==> src/rtl/piso_ser_if.sv <==
// Handshake bundle between the PIPO stage, the serializer and the serial consumer.
// The master side drives parallel words and serial ready; the slave side is the serializer.
interface piso_ser_if #(
   parameter int unsigned WIDTH = 4
);
   logic [WIDTH-1:0] p_in;
   logic             p_valid;
   logic             p_ready;
   logic             s_out;
   logic             s_valid;
   logic             s_ready;
   logic             s_last;

   modport master (
      output p_in, p_valid, s_ready,
      input  p_ready, s_out, s_valid, s_last
   );

   modport slave (
      input  p_in, p_valid, s_ready,
      output p_ready, s_out, s_valid, s_last
   );
endinterface

==> src/rtl/piso_ser.sv <==
// Parallel-in serial-out serializer with a one-word holding buffer so that
// consecutive words stream out without a bubble.
module piso_ser #(
   parameter int unsigned WIDTH     = 4,
   parameter bit          MSB_FIRST = 1'b1
) (
   input  logic     clk,
   input  logic     rst,
   piso_ser_if.slave bus
);
   localparam int unsigned CW = (WIDTH > 2) ? $clog2(WIDTH) : 1;
   localparam logic [CW-1:0] LAST_CNT = CW'(WIDTH - 1);

   typedef enum logic {IDLE, SHIFT} state_t;

   state_t           state_q, state_d;
   logic [WIDTH-1:0] sh_q, sh_d;
   logic [WIDTH-1:0] hold_q, hold_d;
   logic             hold_valid_q, hold_valid_d;
   logic [CW-1:0]    cnt_q, cnt_d;

   logic             s_out_q, s_out_d;
   logic             s_valid_q, s_valid_d;
   logic             s_last_q, s_last_d;
   logic             p_ready_q, p_ready_d;

   logic             p_xfer;
   logic             s_beat;
   logic             last_beat;
   logic [WIDTH-1:0] sh_shifted;

   function automatic logic out_bit(input logic [WIDTH-1:0] v);
      return MSB_FIRST ? v[WIDTH-1] : v[0];
   endfunction

   assign p_xfer    = bus.p_valid && p_ready_q;
   assign s_beat    = s_valid_q && bus.s_ready;
   assign last_beat = s_beat && (cnt_q == LAST_CNT);
   assign sh_shifted = MSB_FIRST ? {sh_q[WIDTH-2:0], 1'b0} : {1'b0, sh_q[WIDTH-1:1]};

   // Next state; the output flops are fed from the next-state values so
   // they always reflect the post-edge state.
   always_comb begin
      state_d      = state_q;
      sh_d         = sh_q;
      cnt_d        = cnt_q;
      hold_d       = hold_q;
      hold_valid_d = hold_valid_q;

      case (state_q)
         IDLE: begin
            if (p_xfer) begin
               sh_d    = bus.p_in;
               cnt_d   = '0;
               state_d = SHIFT;
            end
         end
         SHIFT: begin
            if (s_beat) begin
               if (cnt_q != LAST_CNT) begin
                  sh_d  = sh_shifted;
                  cnt_d = cnt_q + CW'(1);
               end else if (hold_valid_q) begin
                  sh_d         = hold_q;
                  hold_valid_d = 1'b0;
                  cnt_d        = '0;
               end else if (p_xfer) begin
                  sh_d  = bus.p_in;
                  cnt_d = '0;
               end else begin
                  state_d = IDLE;
               end
            end
            // A word accepted mid-shift parks in hold unless it bypassed straight into sh.
            if (p_xfer && !(last_beat && !hold_valid_q)) begin
               hold_d       = bus.p_in;
               hold_valid_d = 1'b1;
            end
         end
         default: state_d = IDLE;
      endcase

      s_valid_d = (state_d == SHIFT);
      s_out_d   = s_valid_d && out_bit(sh_d);
      s_last_d  = s_valid_d && (cnt_d == LAST_CNT);
      p_ready_d = (state_d == IDLE) || !hold_valid_d;
   end

   always_ff @(posedge clk) begin
      if (rst) begin
         state_q      <= IDLE;
         sh_q         <= '0;
         cnt_q        <= '0;
         hold_q       <= '0;
         hold_valid_q <= 1'b0;
         s_out_q      <= 1'b0;
         s_valid_q    <= 1'b0;
         s_last_q     <= 1'b0;
         p_ready_q    <= 1'b1;
      end else begin
         state_q      <= state_d;
         sh_q         <= sh_d;
         cnt_q        <= cnt_d;
         hold_q       <= hold_d;
         hold_valid_q <= hold_valid_d;
         s_out_q      <= s_out_d;
         s_valid_q    <= s_valid_d;
         s_last_q     <= s_last_d;
         p_ready_q    <= p_ready_d;
      end
   end

   assign bus.s_out   = s_out_q;
   assign bus.s_valid = s_valid_q;
   assign bus.s_last  = s_last_q;
   assign bus.p_ready = p_ready_q;
endmodule
==> src/flat_wrapper.sv <==
// flat-port wrapper written by rule: the top's interface ports become plain ports
module piso_ser_flat 
#(
   parameter int unsigned WIDTH     = 4,
   parameter bit          MSB_FIRST = 1'b1
)
  (clk, rst, bus_p_in, bus_p_valid, bus_s_ready, bus_p_ready, bus_s_out, bus_s_valid, bus_s_last);
  piso_ser_if #(.WIDTH(WIDTH)) bus_i ();
  input  logic clk;
  input  logic rst;
  input wire logic [$bits(bus_i.p_in)-1:0] bus_p_in;
  input wire logic [$bits(bus_i.p_valid)-1:0] bus_p_valid;
  input wire logic [$bits(bus_i.s_ready)-1:0] bus_s_ready;
  output wire logic [$bits(bus_i.p_ready)-1:0] bus_p_ready;
  output wire logic [$bits(bus_i.s_out)-1:0] bus_s_out;
  output wire logic [$bits(bus_i.s_valid)-1:0] bus_s_valid;
  output wire logic [$bits(bus_i.s_last)-1:0] bus_s_last;
  assign bus_i.p_in = bus_p_in;
  assign bus_i.p_valid = bus_p_valid;
  assign bus_i.s_ready = bus_s_ready;
  assign bus_p_ready = bus_i.p_ready;
  assign bus_s_out = bus_i.s_out;
  assign bus_s_valid = bus_i.s_valid;
  assign bus_s_last = bus_i.s_last;
  piso_ser #(.WIDTH(WIDTH), .MSB_FIRST(MSB_FIRST)) u_core (.clk(clk), .rst(rst), .bus(bus_i));
endmodule
==> config.mk <==
export PLATFORM = sky130hd
export DESIGN_NAME = piso_ser_flat
export DESIGN_NICKNAME = d
export VERILOG_FILES = /design/src/rtl/piso_ser_if.sv /design/src/rtl/piso_ser.sv /design/src/flat_wrapper.sv
export SDC_FILE = /design/constraint.sdc
export NUM_CORES = 1
export LEC_CHECK = 0
export CORE_MARGIN = 1
export CORE_UTILIZATION = 47
export DETAILED_ROUTE_END_ITERATION = 8
export PLACE_DENSITY = 0.71
export SETUP_SLACK_MARGIN = 0.3
export SLEW_MARGIN = 20
export SYNTH_ARGS = -nofsm -noshare
export SYNTH_HDL_FRONTEND = slang
export SYNTH_SLANG_ARGS = --single-unit
export TNS_END_PERCENT = 5
==> constraint.sdc <==
create_clock -name clk -period 1.9 [get_ports clk]
set_input_delay 0.19 -clock clk [delete_from_list [all_inputs] [get_ports clk]]
set_output_delay 0.19 -clock clk [all_outputs]
set_load 0.02 [all_outputs]
# Word-level counts from Yosys, hierarchy flattened
# Cells that the tools add are included.
# totals
wordCells	47
output_inout_bits	4
ff_bits	15
in_bits	8
# op_classes
add_sub_neg	1
bitwise_logic	2
mux	19
eq_ne	4
reduce_logical	12
# op_table
op	n
$mux 4	4
$mux 1	8
$mux 2	4
$pmux 4 s2	1
$logic_and 1x1->1	7
$eq 2x2->1 const B	2
$ne 2x2->1 const B	2
$pmux 2 s2	1
$logic_not 1->1	3
$add 2x1->2 const B	1
$not 1->1	2
$pmux 1 s2	1
$reduce_and 2->1	1
$logic_or 1x1->1	1

# Depth between registers and ports, before layout
# depth
ltp_word	9
ltp_mapped	6
mapped_depth_nobuf	5

# Worst setup path after synthesis
# Ideal clock, no wire load.
# synth_path
kind	register to register
from	register u_core.cnt_q[0]
to	register u_core.hold_q[0]
slack_ns	0.483
arrival_ns	1.289
period_less_slack_ns	1.417
setup_ns	0.128
n_path_buf	1
stages_incl_launch_ff	7
required_ns	1.772
path_cell_list	dfxtp_1 ha_1 buf_2 nand2_1 o2111ai_2 mux2i_1 nor2_1
# synth_between
elab_chain_len	6
# synth_lines
element	line_no	source
start, declared	piso_ser.sv:20	logic [CW-1:0] cnt_q, cnt_d;
start signal, assigned	piso_ser.sv:103	cnt_q <= cnt_d;
$eq 2x2->1	piso_ser.sv:38	assign last_beat = s_beat && (cnt_q == LAST_CNT);
$logic_and 1x1->1	piso_ser.sv:38	
$logic_and 1x1->1	piso_ser.sv:75	if (p_xfer && !(last_beat && !hold_valid_q)) begin
$logic_not 1->1	piso_ser.sv:75	
$logic_and 1x1->1	piso_ser.sv:75	
$reduce_and 2->1 (no source line)	--	
end signal, assigned	piso_ser.sv:104	hold_q <= hold_d;
end, declared	piso_ser.sv:18	logic [WIDTH-1:0] hold_q, hold_d;
# Every way passes these cells.
# A chain may end at the register's enable or synchronous reset.

# Final worst setup path
# layout_path
from	register u_core.cnt_q[1]
to	register u_core.s_last_q (netlist: u_core.bus.s_last)
# layout_between
elab_chain_len	7
word_cells_on_any_way	12
cone_classes	1 x add/sub; 2 x eq/ne; 8 x mux; 1 x reduce/logical
# layout_lines
element	line_no	source
parallel branches: the longest is 6 deep, another holds $add 2x1->2	--	
$logic_and 1x1->1 *	piso_ser.sv:85	s_last_d = s_valid_d && (cnt_d == LAST_CNT);
end signal, assigned	piso_ser.sv:108	s_last_q <= s_last_d;
end, declared	piso_ser.sv:24	logic s_last_q, s_last_d;
# Every way passes the cells marked *.

==> impl_results.md <==
- Syn_area_per_cell: 8.355 µm²
- Final Skew: 1.988 ps
- Synth Instances: 93
- Bufs and invs on worst path: 1
- Number of max-cap violations: 0
- CP Launch Type: flip-flop
- CTS Buf Count: 3
- Hold Path Sink: u_core.hold_q[1]$_SDFFE_PP0P_
- Clk buf depth: 2
- GRT met3 Usage: 2.979%
- Hold Path Class: flip-flop to flip-flop
- Initial Utilization: 50.99%
- Maximum VDD drop: 387.4 µV
- Leading area contributor after synthesis: dfxtp_1
- Nets@finish: 118
- Final Util: 63.38%
- Vias in the first global route: 599
- Most area-consuming cells after synthesis: dfxtp_1, a21oi_1, mux2_2, mux2i_1, nand2_1
- GR peak layer: met2
- Cell family with most CP delay: simple AND/OR/NAND/NOR gates
- Worst Path Required: around 2100 ps
- Post-synthesis instance area: 777.0 µm²
- Core footprint: 1524 µm²
- Synth Register Bits: 15
- DR vias: 757
- Row count: 14
- GR Layer Usage met2: 30.00%
- Final Hold Vio Count: 0
- Via/cell ratio: 6.105
- GP Congestion: 0.8283
- Placed cell count: 120
- Critical Path Source: u_core.cnt_q[1]$_SDFF_PP0_
- Routed length per instance: between 10 and 15 µm
- P_leak: 0.3986 nW
- Largest net degree at the start of global routing: 13
- Post-Layout Cell Count: about 120
- R2r startpoint: u_core.cnt_q[1]$_SDFF_PP0_
- CTS tree: done
- FF-to-FF End: u_core.bus.s_last$_SDFF_PP0_
- Tot Pwr: 0.6939 mW
- Die area: approximately 1800 µm²
- Clock transition at the registers of the reported paths: 90 ps
- Critical hold path startpoint: u_core.hold_q[1]$_SDFFE_PP0P_
- Synth unique cells: 29
- Post-DP Area: just over 900 µm²
- Initial antenna violation count: 0
- Critical path depth in cells: 6
- Setup Viol. Count Final: 0
- Worst hold stages: 2
- Crit path max-delay cell type: dfxtp_1
- Die H: roughly 43 µm
- Area grow syn2layout: 24.32%
- Reg-to-reg setup timing slack: ~340 ps
- DR pass1 iterations: 5
- Max Clock Freq: 0.6423 GHz
- Crit path capture type: flip-flop
- Worst setup path class: flip-flop to flip-flop
- Port Buffer Count: 11
- Final Max Slew Viols: 0
- Worst Slack Setup Final: 343.1 ps
- DRC: 0
- Max FO, Critical Path: 7
- Syn nets: 102
- Worst slack, placed: 192.5 ps
- Share of layout cells above drive strength 1: 14.81%
- CP Cell Sequence: ha_2 -> buf_4 -> and2b_1 -> nand3_1 -> a221oi_2 -> and3_1
- PwrDens: ~720 nW/µm²
- Clock Latency Late Sink: between 200 and 300 ps
- Setup TNS Final: 0 ps
- Synth warn: 0
- First-pass GRT wire length: 2684 µm
- Main synth FF type: dfxtp_1
- Final Cycle Share: 81.94%
- Post-DRT Antenna Nets: 0
- Register area share after synthesis: 38.65%
- Slew HR: 76.27%
- Final Cell Area: around 970 µm²
- Iter 0 DRT Violations: 43
- Post-synth EDFFs: 0
- Clock Tree Root: clkbuf_4
- Met1 Use GR: 26.33%
- Worst hold margin: 502.7 ps
- DP Wirelength: between 1000 and 1500 µm
- Arr. time, crit path: 1780 ps
- Top cell type's share of synthesized area: 38.65%
- Unrepaired setup endpoints after global routing: true
- Run status: finished clean
- Antenna Cells: 0
- GRT overflow: 0
- Clock tree sinks: 15
- H-tree levels: 1
- Routed wire length: 1731 µm
- Post-synth ARST share: 0%
- Die width: between 40 and 50 µm
- Total GRT Usage: 19.10%
- Slowest stage delay, CP: 390 ps
- R2R cell count: 6
- Worst slew pin tran: 355.4 ps
- Minimum clock period after layout: 1557 ps
- # IOs: 12
==> cell usage after synthesis (all sizes together) (2+ instances only) <==
library cell  number
and3b              2
o2111ai            2
buf                3
dfxtp             15
clkbuf             2
inv                6
nor3               2
a21oi             13
nand3              3
mux2               4
mux2i              4
nand2             10
o211ai             2
o21ai              4
a222oi             2
nor2               8
==> layout by cell type, fill, tap and decap left out, types with 2 or more instances in the layout <==
cell	Yosys	routed
nand2_1	10	10
nor2_1	8	8
a21oi_1	13	13
nor3_1	2	2
nand3_1	3	3
o211ai_1	2	2
inv_1	6	6
dfxtp_1	15	14
clkbuf_4	0	3
o21ai_1	3	3
clkdlybuf4s50_1	0	10
mux2i_1	4	4
and3b_1	2	2
mux2_2	4	4
a222oi_1	2	2
buf_4	0	5
==> routing by layer <==
layer / part of all wire [%] / up-vias
li1: - / 368
met1: 44 / 349
met2: 48 / 38
met3: 7.1 / 2
met4: 0.58 / 0
met5: 0 / -
==> final cells by class <==
class | instances | area, µm²
repair buffers | 16 | 150.1
clock buffers | 4 | 26.28
multi-input cells | 67 | 445.4
inverters | 6 | 22.52
fillers | 143 | 558.0
flip-flops and latches | 15 | 301.5
well taps | 16 | 20.02
==> sequential cells by signal, indices dropped and copies added (netlist names) <==
signal,flops
u_core.hold_q,4
u_core.sh_q,4
u_core.cnt_q,2
u_core.bus.p_ready,1
u_core.bus.s_last,1
u_core.bus.s_out,1
u_core.hold_valid_q,1
u_core.state_q,1
==> worst max path at each step <==
| stage | to | slack, ps |
|---|---|---|
| 2_1_floorplan | u_core.hold_q[0]$_SDFFE_PP0P_ | 480 |
| 3_3_place_gp | u_core.sh_q[0]$_SDFFE_PP0P_ | 230 |
| 3_5_place_dp | u_core.sh_q[0]$_SDFFE_PP0P_ | 190 |
| 4_1_cts | u_core.hold_q[2]$_SDFFE_PP0P_ | 260 |
| 5_1_grt | u_core.bus.s_last$_SDFF_PP0_ | 260 |
| 6_report | u_core.bus.s_last$_SDFF_PP0_ | 340 |
==> power breakdown <==
group	leakage, nW	switching, mW	internal (mW)
combinational	0.260	0.0747	0.0755
sequential	0.123	0.0292	0.337
clock	0.0150	0.0962	0.0813
==> cells by family after synthesis <==
group | synth area share, %
AO/OA/AOI/OAI | 25.28
adder cells (fa/ha/maj) | 1.610
buffers and inverters | 5.797
flip-flops | 38.65
multiplexers | 10.95
AND/OR/NAND/NOR | 17.72
==> tightest hold or removal path, cell delays in order (launching register included) <==
cell and delay [ps]:
dfxtp_1 330, mux2i_1 60, nor2_1 80
==> timing repair <==
item,4_1_cts,5_1_grt
hold buffers,0,0
pin swaps,0,0
setup buffers,0,0
endpoints found under the setup margin,6,7
gates resized for setup,1,3
(Power assumes the default switching activity.)
